==> config.mk <==
export PLATFORM = sky130hd
export DESIGN_NAME = pll_reset_sequencer_flat
export DESIGN_NICKNAME = d
export VERILOG_FILES = /design/src/rtl/pll_reset_sequencer_if.sv /design/src/rtl/pll_reset_sequencer.sv /design/src/flat_wrapper.sv
export SDC_FILE = /design/constraint.sdc
export NUM_CORES = 1
export LEC_CHECK = 0
export CELL_PAD_IN_SITES_DETAIL_PLACEMENT = 0
export CELL_PAD_IN_SITES_GLOBAL_PLACEMENT = 1
export CORE_ASPECT_RATIO = 0.9
export CORE_MARGIN = 8
export CORE_UTILIZATION = 44
export DETAILED_ROUTE_END_ITERATION = 12
export MAX_ROUTING_LAYER = met4
export PLACE_DENSITY_LB_ADDON = 0.05
export SLEW_MARGIN = 20
export SYNTH_ARGS = -nofsm -noshare
export SYNTH_HDL_FRONTEND = slang
export SYNTH_SLANG_ARGS = --single-unit
==> constraint.sdc <==
create_clock -name clkin -period 5.8 [get_ports clkin]
set_input_delay 0.87 -clock clkin [delete_from_list [all_inputs] [get_ports clkin]]
set_output_delay 0.87 -clock clkin [all_outputs]
set_load 0.01 [all_outputs]
==> src/rtl/pll_reset_sequencer_if.sv <==
// PLL control/status bundle between the reset sequencer (slave) and the board/PLL side (master).
interface pll_reset_sequencer_if;
  localparam int unsigned RET_W   = 4;
  localparam int unsigned LOSS_W  = 8;
  localparam int unsigned STATE_W = 3;

  logic               pll_locked;
  logic               relock_req;
  logic               pll_rst;
  logic               sys_rst_n;
  logic               ready;
  logic               fault;
  logic [RET_W-1:0]   retries;
  logic [LOSS_W-1:0]  loss_count;
  logic [STATE_W-1:0] state;

  modport slave (
    input  pll_locked, relock_req,
    output pll_rst, sys_rst_n, ready, fault, retries, loss_count, state
  );

  modport master (
    output pll_locked, relock_req,
    input  pll_rst, sys_rst_n, ready, fault, retries, loss_count, state
  );
endinterface

==> src/rtl/pll_reset_sequencer.sv <==
// PLL reset/lock sequencer: pulses PLL reset, waits for a stable lock with retry/fault
// handling, and releases the downstream reset only while the lock holds.
module pll_reset_sequencer #(
  parameter int unsigned RST_CYCLES    = 16,
  parameter int unsigned LOCK_TIMEOUT  = 65535,
  parameter int unsigned STABLE_CYCLES = 1024,
  parameter int unsigned MAX_RETRIES   = 4
) (
  input  logic                  clkin,
  input  logic                  rst_n,
  pll_reset_sequencer_if.slave  io_seq
);
  localparam int unsigned RET_W     = 4;
  localparam int unsigned LOSS_W    = 8;
  localparam int unsigned CNT_MAX_A = (RST_CYCLES > LOCK_TIMEOUT) ? RST_CYCLES : LOCK_TIMEOUT;
  localparam int unsigned CNT_MAX   = (CNT_MAX_A > STABLE_CYCLES) ? CNT_MAX_A : STABLE_CYCLES;
  localparam int unsigned CNT_W     = $clog2(CNT_MAX + 1);

  localparam logic [CNT_W-1:0]  RST_LAST    = CNT_W'(RST_CYCLES - 1);
  localparam logic [CNT_W-1:0]  TMO_LAST    = CNT_W'(LOCK_TIMEOUT - 1);
  localparam logic [CNT_W-1:0]  STABLE_LAST = CNT_W'(STABLE_CYCLES);
  localparam logic [RET_W-1:0]  RET_LIMIT   = RET_W'(MAX_RETRIES);
  localparam logic [LOSS_W-1:0] LOSS_SAT    = '1;

  typedef enum logic [2:0] {
    S_RESET_PLL = 3'd0,
    S_WAIT_LOCK = 3'd1,
    S_STABLE    = 3'd2,
    S_RUN       = 3'd3,
    S_FAULT     = 3'd4
  } state_t;

  logic              r_sync1;
  logic              r_sync2;
  state_t            r_state;
  logic [CNT_W-1:0]  r_cnt;
  logic [RET_W-1:0]  r_retries;
  logic [LOSS_W-1:0] r_loss;
  logic              r_pll_rst;
  logic              r_sys_rst_n;
  logic              r_ready;
  logic              r_fault;

  logic              w_locked_s;
  state_t            w_state_nxt;
  logic [CNT_W-1:0]  w_cnt_nxt;
  logic [CNT_W-1:0]  w_cnt_inc;
  logic [RET_W-1:0]  w_retries_nxt;
  logic [RET_W-1:0]  w_retry_inc;
  logic [LOSS_W-1:0] w_loss_nxt;

  assign w_locked_s  = r_sync2;
  assign w_cnt_inc   = r_cnt + CNT_W'(1);
  assign w_retry_inc = r_retries + RET_W'(1);

  // Next-state / counter decode; relock_req overrides every other event.
  always_comb begin
    w_state_nxt   = r_state;
    w_cnt_nxt     = r_cnt;
    w_retries_nxt = r_retries;
    w_loss_nxt    = r_loss;
    if (io_seq.relock_req) begin
      w_state_nxt = S_RESET_PLL;
      w_cnt_nxt   = '0;
      if (r_state == S_FAULT) w_retries_nxt = '0;
    end else begin
      case (r_state)
        S_RESET_PLL: begin
          if (r_cnt == RST_LAST) begin
            w_state_nxt = S_WAIT_LOCK;
            w_cnt_nxt   = '0;
          end else begin
            w_cnt_nxt = w_cnt_inc;
          end
        end
        S_WAIT_LOCK: begin
          if (w_locked_s) begin
            w_state_nxt = S_STABLE;
            w_cnt_nxt   = '0;
          end else if (r_cnt == TMO_LAST) begin
            w_cnt_nxt     = '0;
            w_retries_nxt = w_retry_inc;
            w_state_nxt   = (w_retry_inc == RET_LIMIT) ? S_FAULT : S_RESET_PLL;
          end else begin
            w_cnt_nxt = w_cnt_inc;
          end
        end
        S_STABLE: begin
          if (!w_locked_s) begin
            w_state_nxt = S_WAIT_LOCK;
            w_cnt_nxt   = '0;
          end else if (r_cnt == STABLE_LAST) begin
            w_state_nxt   = S_RUN;
            w_cnt_nxt     = '0;
            w_retries_nxt = '0;
          end else begin
            w_cnt_nxt = w_cnt_inc;
          end
        end
        S_RUN: begin
          if (!w_locked_s) begin
            w_state_nxt = S_RESET_PLL;
            w_cnt_nxt   = '0;
            w_loss_nxt  = (r_loss == LOSS_SAT) ? r_loss : r_loss + LOSS_W'(1);
          end
        end
        S_FAULT: begin
          w_state_nxt = S_FAULT;
        end
        default: begin
          w_state_nxt = S_RESET_PLL;
          w_cnt_nxt   = '0;
        end
      endcase
    end
  end

  // State, counters, lock synchronizer and outputs; outputs decode the next state so they
  // change on the same edge as the state register.
  always_ff @(posedge clkin) begin
    if (!rst_n) begin
      r_sync1     <= 1'b0;
      r_sync2     <= 1'b0;
      r_state     <= S_RESET_PLL;
      r_cnt       <= '0;
      r_retries   <= '0;
      r_loss      <= '0;
      r_pll_rst   <= 1'b1;
      r_sys_rst_n <= 1'b0;
      r_ready     <= 1'b0;
      r_fault     <= 1'b0;
    end else begin
      r_sync1     <= io_seq.pll_locked;
      r_sync2     <= r_sync1;
      r_state     <= w_state_nxt;
      r_cnt       <= w_cnt_nxt;
      r_retries   <= w_retries_nxt;
      r_loss      <= w_loss_nxt;
      r_pll_rst   <= (w_state_nxt == S_RESET_PLL) || (w_state_nxt == S_FAULT);
      r_sys_rst_n <= (w_state_nxt == S_RUN);
      r_ready     <= (w_state_nxt == S_RUN);
      r_fault     <= (w_state_nxt == S_FAULT);
    end
  end

  assign io_seq.pll_rst    = r_pll_rst;
  assign io_seq.sys_rst_n  = r_sys_rst_n;
  assign io_seq.ready      = r_ready;
  assign io_seq.fault      = r_fault;
  assign io_seq.retries    = r_retries;
  assign io_seq.loss_count = r_loss;
  assign io_seq.state      = 3'(r_state);
endmodule

==> src/flat_wrapper.sv <==
// flat-port wrapper written by rule: the top's interface ports become plain ports
module pll_reset_sequencer_flat 
#(
  parameter int unsigned RST_CYCLES    = 16,
  parameter int unsigned LOCK_TIMEOUT  = 65535,
  parameter int unsigned STABLE_CYCLES = 1024,
  parameter int unsigned MAX_RETRIES   = 4
)
  (clkin, rst_n, io_seq_pll_locked, io_seq_relock_req, io_seq_pll_rst, io_seq_sys_rst_n, io_seq_ready, io_seq_fault, io_seq_retries, io_seq_loss_count, io_seq_state);
  pll_reset_sequencer_if io_seq_i ();
  input  logic clkin;
  input  logic rst_n;
  input wire logic [$bits(io_seq_i.pll_locked)-1:0] io_seq_pll_locked;
  input wire logic [$bits(io_seq_i.relock_req)-1:0] io_seq_relock_req;
  output wire logic [$bits(io_seq_i.pll_rst)-1:0] io_seq_pll_rst;
  output wire logic [$bits(io_seq_i.sys_rst_n)-1:0] io_seq_sys_rst_n;
  output wire logic [$bits(io_seq_i.ready)-1:0] io_seq_ready;
  output wire logic [$bits(io_seq_i.fault)-1:0] io_seq_fault;
  output wire logic [$bits(io_seq_i.retries)-1:0] io_seq_retries;
  output wire logic [$bits(io_seq_i.loss_count)-1:0] io_seq_loss_count;
  output wire logic [$bits(io_seq_i.state)-1:0] io_seq_state;
  assign io_seq_i.pll_locked = io_seq_pll_locked;
  assign io_seq_i.relock_req = io_seq_relock_req;
  assign io_seq_pll_rst = io_seq_i.pll_rst;
  assign io_seq_sys_rst_n = io_seq_i.sys_rst_n;
  assign io_seq_ready = io_seq_i.ready;
  assign io_seq_fault = io_seq_i.fault;
  assign io_seq_retries = io_seq_i.retries;
  assign io_seq_loss_count = io_seq_i.loss_count;
  assign io_seq_state = io_seq_i.state;
  pll_reset_sequencer #(.RST_CYCLES(RST_CYCLES), .LOCK_TIMEOUT(LOCK_TIMEOUT), .STABLE_CYCLES(STABLE_CYCLES), .MAX_RETRIES(MAX_RETRIES)) u_core (.clkin(clkin), .rst_n(rst_n), .io_seq(io_seq_i));
endmodule
; ---- Word-level counts from Yosys, hierarchy flattened
; Index checks and enable logic that the tools add are counted.
[totals]
romBits = 0
input_bits = 4
latchBits = 0
reg_bits = 36
mem_bits_rw = 0
memories = 0
[classes]
reduce_logical = 8
n_mux = 23
div = 0
n_lt_le_gt_ge = 0
eq_ne = 17
add_sub_neg = 3
n_mul = 0
n_shift = 0
bitwise_logic = 5
[op_table]
columns = cell, count
row1 = two-way mux 16 bit, 6
row2 = one-hot mux 16 bit (5 select lines), 1
row3 = two-way mux 3 bit, 8
row4 = two-way mux 4 bit, 6
row5 = adder 16 x 1 -> 16 bit (second input constant), 1
row6 = equality test 16 x 11 -> 1 bit (second input constant), 1
row7 = equality test 16 bit (second input constant), 1
row8 = equality test 16 x 4 -> 1 bit (second input constant), 1
row9 = one-hot mux 3 bit (5 select lines), 1
row10 = equality test 3 x 2 -> 1 bit (second input constant), 3
row11 = != test 3 x 2 -> 1 bit (second input constant), 3
row12 = adder 8 x 1 -> 8 bit (second input constant), 1
row13 = equality test 8 bit (second input constant), 1
row14 = one-hot mux 4 bit (2 select lines), 1
row15 = equality test 3 bit (second input constant), 2
row16 = logical NOT 3 bit, 2
row17 = AND reduction 6 bit, 1
row18 = inverter 1 bit, 5
row19 = adder 4 x 1 -> 4 bit (second input constant), 1
row20 = equality test 4 x 3 -> 1 bit (second input constant), 1
row21 = AND reduction 4 bit, 1
row22 = equality test 3 x 1 -> 1 bit (second input constant), 1
row23 = != test 3 bit (second input constant), 1
row24 = nonzero test 3 bit, 1
row25 = 5 further kinds, 5

; ---- Longest topological paths before layout
[depth]
depth_word = 9
ltp_mapped = 8

; ---- Least setup slack after synthesis
; OpenSTA, ideal clock, no wires.
[synth_path]
path_type = input to register
startpoint = input port io_seq_relock_req
endpoint = register u_core.r_loss[7], in the netlist u_core.io_seq.loss_count[7]
arrival_time_ns = 2.125
cell_stages = 4
path_slack_ns = 3.602
t_required_ns = 5.727
setup_ns = 0.073
cell_sequence = or3b_1 -> or2_1 -> or4_1 -> a21oi_1
[synth_between]
elab_chain_len = 2
[synth_rtl]
columns = element, line_no
row1 = start: declaration, flat_wrapper.sv:14  ; input wire logic [$bits(io_seq_i.relock_req)-1:0] io_seq_relock_req;
row2 = inverter 1 bit (no source line), -
row3 = AND reduction 4 bit (no source line), -
row4 = end signal: assignment, pll_reset_sequencer.sv:138  ; r_loss <= w_loss_nxt;
row5 = end: declaration, pll_reset_sequencer.sv:38  ; logic [LOSS_W-1:0] r_loss;
; Every way passes these cells.
; A chain may end at the register's enable or synchronous reset.

; ---- Worst setup path after layout
; Ends and elaborated chain as after synthesis.

==> flow_metrics.py <==
metrics = {
    "status": {
        "status": "completed",
    },
    "synthesis": {
        "synth_flop_cell": "dfxtp_1",
        "synth_warnings": 0,
        "syn-cell-area_sq_um": 1820,
        "async_flop_share": 0,
        "synth_seq_cells": 36,
        "synth-edff-count": 0,
        "syn_nets": 212,
        "ys_types": 47,
        "synthCells": 203,
        "yosysSeqAreaShare": 0.397,
        "syn_avg_cell_area_sq_um": 8.95,
    },
    "layout": {
        "final_cells": 275,
        "drive_above_1_share": 0.0749,
        "layout_common_cells": "dfxtp_1, nor2_1, clkdlybuf4s50_1",
        "fin_nets": 235,
        "area.growth.synth_to_final_pct": 18.5,
        "fillers": 382,
        "mostFrequentLayoutCell": "dfxtp_1",
        "diodes": 0,
    },
    "placement": {
        "place_hpwl_microns": 2960,
        "placement.io_buffers": 22,
        "gp_routability_congestion": 0.855,
        "dp_slack_ps": 2950,
        "dp.cells": 267,
    },
    "setup_path": {
        "worst_ep_arrival_time_ps": 2780,
        "crit_path_start_kind": "input port",
        "end_kind": "flip-flop",
        "critPathRequiredTime_ps": 6020,
        "path_max_fanout": 7,
        "critPathKind": "in -> reg",
    },
    "drt": {
        "wl_met1_microns": 2090,
        "drc": 0,
        "antenna_left": 0,
        "wl_met2_microns": 1620,
        "viasPerCell": 5.61,
        "drtPass1Iterations": 4,
        "vias": 1542,
        "avgRoutedWirePerCell_microns": 14.5,
        "wirelength_microns": 3980,
        "drt_iter0_drc": 93,
        "topRoutingLayerUsed": "met4",
        "wl_met3_microns": 208,
    },
    "clock_tree": {
        "cts.sinks": 36,
        "clkTransAtPathRegs_ps": 70,
        "cts_root_buffer": "clkbuf_8",
        "clk_latency_ps": 290,
        "post_cts_buffers": 0,
        "cts_tree": "done",
        "cts_made_buffers": 5,
        "hold_buffers": 0,
        "htreeDepth": 2,
        "clock_path_buffers": 2,
        "cts_resized": 0,
    },
    "grt": {
        "grt_use_total": 0.127,
        "antenna_found_initial": 0,
        "grt_pass1_vias": 1424,
        "grt_pass1_wl_microns": 6820,
        "grt_max_degree": 17,
        "grt-ovfl-total": 0,
    },
    "timing": {
        "worstMarginPinSlew_ps": 1150,
        "setup_viol": 0,
        "hold_viol": 0,
        "setup_ws_ps": 3240,
        "setup_tns_ps": 0,
        "skew_ps": 6.95,
        "fmax_mhz": 391,
        "relSlewSlack": 0.226,
        "maxSlewViolCount": 0,
        "fin_crit_sh": 0.441,
        "rsz0062_at_grt": "no",
        "fin_crit_ps": 2560,
    },
    "floorplanning": {
        "pin_count": 23,
        "rows": 22,
        "dieArea_sq_um": 6440,
        "initial_core_util": 0.452,
        "die_w_microns": 83.7,
        "coreArea_sq_um": 4020,
        "die_h_microns": 77.0,
    },
    "flow_run": {
        "drv_cap": 0,
    },
    "hold_path": {
        "hp-class": "reg -> reg",
    },
    "power_and_ir_drop": {
        "ir_worst_vdd_mv": 0.130,
        "power_density_nw_per_um2": 209,
        "p_leak_nw": 0.755,
        "power_uw": 449,
    },
}
==> where the power goes <==
part | switching, mW | leakage (nW) | internal [mW]
combinational | 0.00785 | 0.420 | 0.00507
sequential | 0.00151 | 0.291 | 0.248
clock | 0.0898 | 0.0445 | 0.0965
total | 0.0992 | 0.755 | 0.350
==> worst max-delay path, stage by stage <==
cell and delay (ps):
clkdlybuf4s50_1 530, or3b_1 470, or2_1 260, or4_1 500, a21oi_1 150
==> final timing paths <==
check                                                        from                                       end  slack [ps]  cells after the start
worst min register to register          u_core.r_sync1$_SDFF_PN0_                 u_core.r_sync2$_SDFF_PN0_         450                      1
worst max-delay path                            io_seq_relock_req  u_core.io_seq.loss_count[7]$_SDFFE_PN0P_        3240                      5
worst max register to register  u_core.io_seq.state[2]$_SDFF_PN0_             u_core.r_cnt[15]$_SDFFE_PP0P_        3440                      5
worst min-delay path                    u_core.r_sync1$_SDFF_PN0_                 u_core.r_sync2$_SDFF_PN0_         450                      1
==> Yosys cell counts (4+ instances only) <==
master	n	area share
dfxtp_1	36	0.40
nor2_1	29	0.060
nand2_1	18	0.037
xor2_1	13	0.063
nand3_1	10	0.028
a21oi_1	8	0.022
nand4_1	7	0.024
xnor2_1	7	0.034
and2_1	5	0.017
ha_1	5	0.034
and3_1	4	0.014
inv_1	4	0.0083
nor4_1	4	0.014
o21ai_0	4	0.011
==> stage by stage <==
| stage | hold WS [ps] | cell area (sq um) | utilization |
|---|---|---|---|
| 6_report | 447 | 2150 | 0.535 |
| 5_1_grt | 470 | 2150 | 0.535 |
| 4_1_cts | 445 | 2150 | 0.535 |
| 3_5_place_dp | 428 | 2060 | 0.512 |
| 3_3_place_gp | 421 | 2060 | 0.512 |
| 2_1_floorplan | 412 | 1820 | - |
==> cell type report <==
class | instances | area [sq um] | share of cell area
well taps | 48 | 60.1 | 0.0279
repair buffers | 22 | 220 | 0.102
inverters | 5 | 18.8 | 0.00872
clock buffers | 7 | 86.3 | 0.0401
multi-input cells | 156 | 1040 | 0.483
clock inverters | 1 | 7.51 | 0.00349
flip-flops and latches | 36 | 721 | 0.335
==> registers in the layout (all words and copies together), names as in the netlist <==
signal                    flops
u_core.r_cnt                 16
u_core.io_seq.loss_count      8
u_core.io_seq.retries         4
u_core.io_seq.state           3
u_core.io_seq.fault           1
u_core.io_seq.pll_rst         1
u_core.io_seq.ready           1
u_core.r_sync1                1
u_core.r_sync2                1
==> cell families after synthesis <==
| group | count (synthesis) | share of synthesized area |
|---|---|---|
| buf+inv | 11 | 0.0317 |
| flops | 36 | 0.397 |
| xor+xnor | 20 | 0.0964 |
| mux | 3 | 0.0165 |
| simple gates | 106 | 0.331 |
| fa+ha+maj | 5 | 0.0344 |
| compound gates | 22 | 0.0930 |
==> routing by layer <==
metal,global-route usage,vias up
met5,-,-
met4,0.0431,0
met3,0.0401,7
met2,0.170,42
met1,0.175,723
li1,-,770
Note: power is estimated with default switching activity, not from simulation.
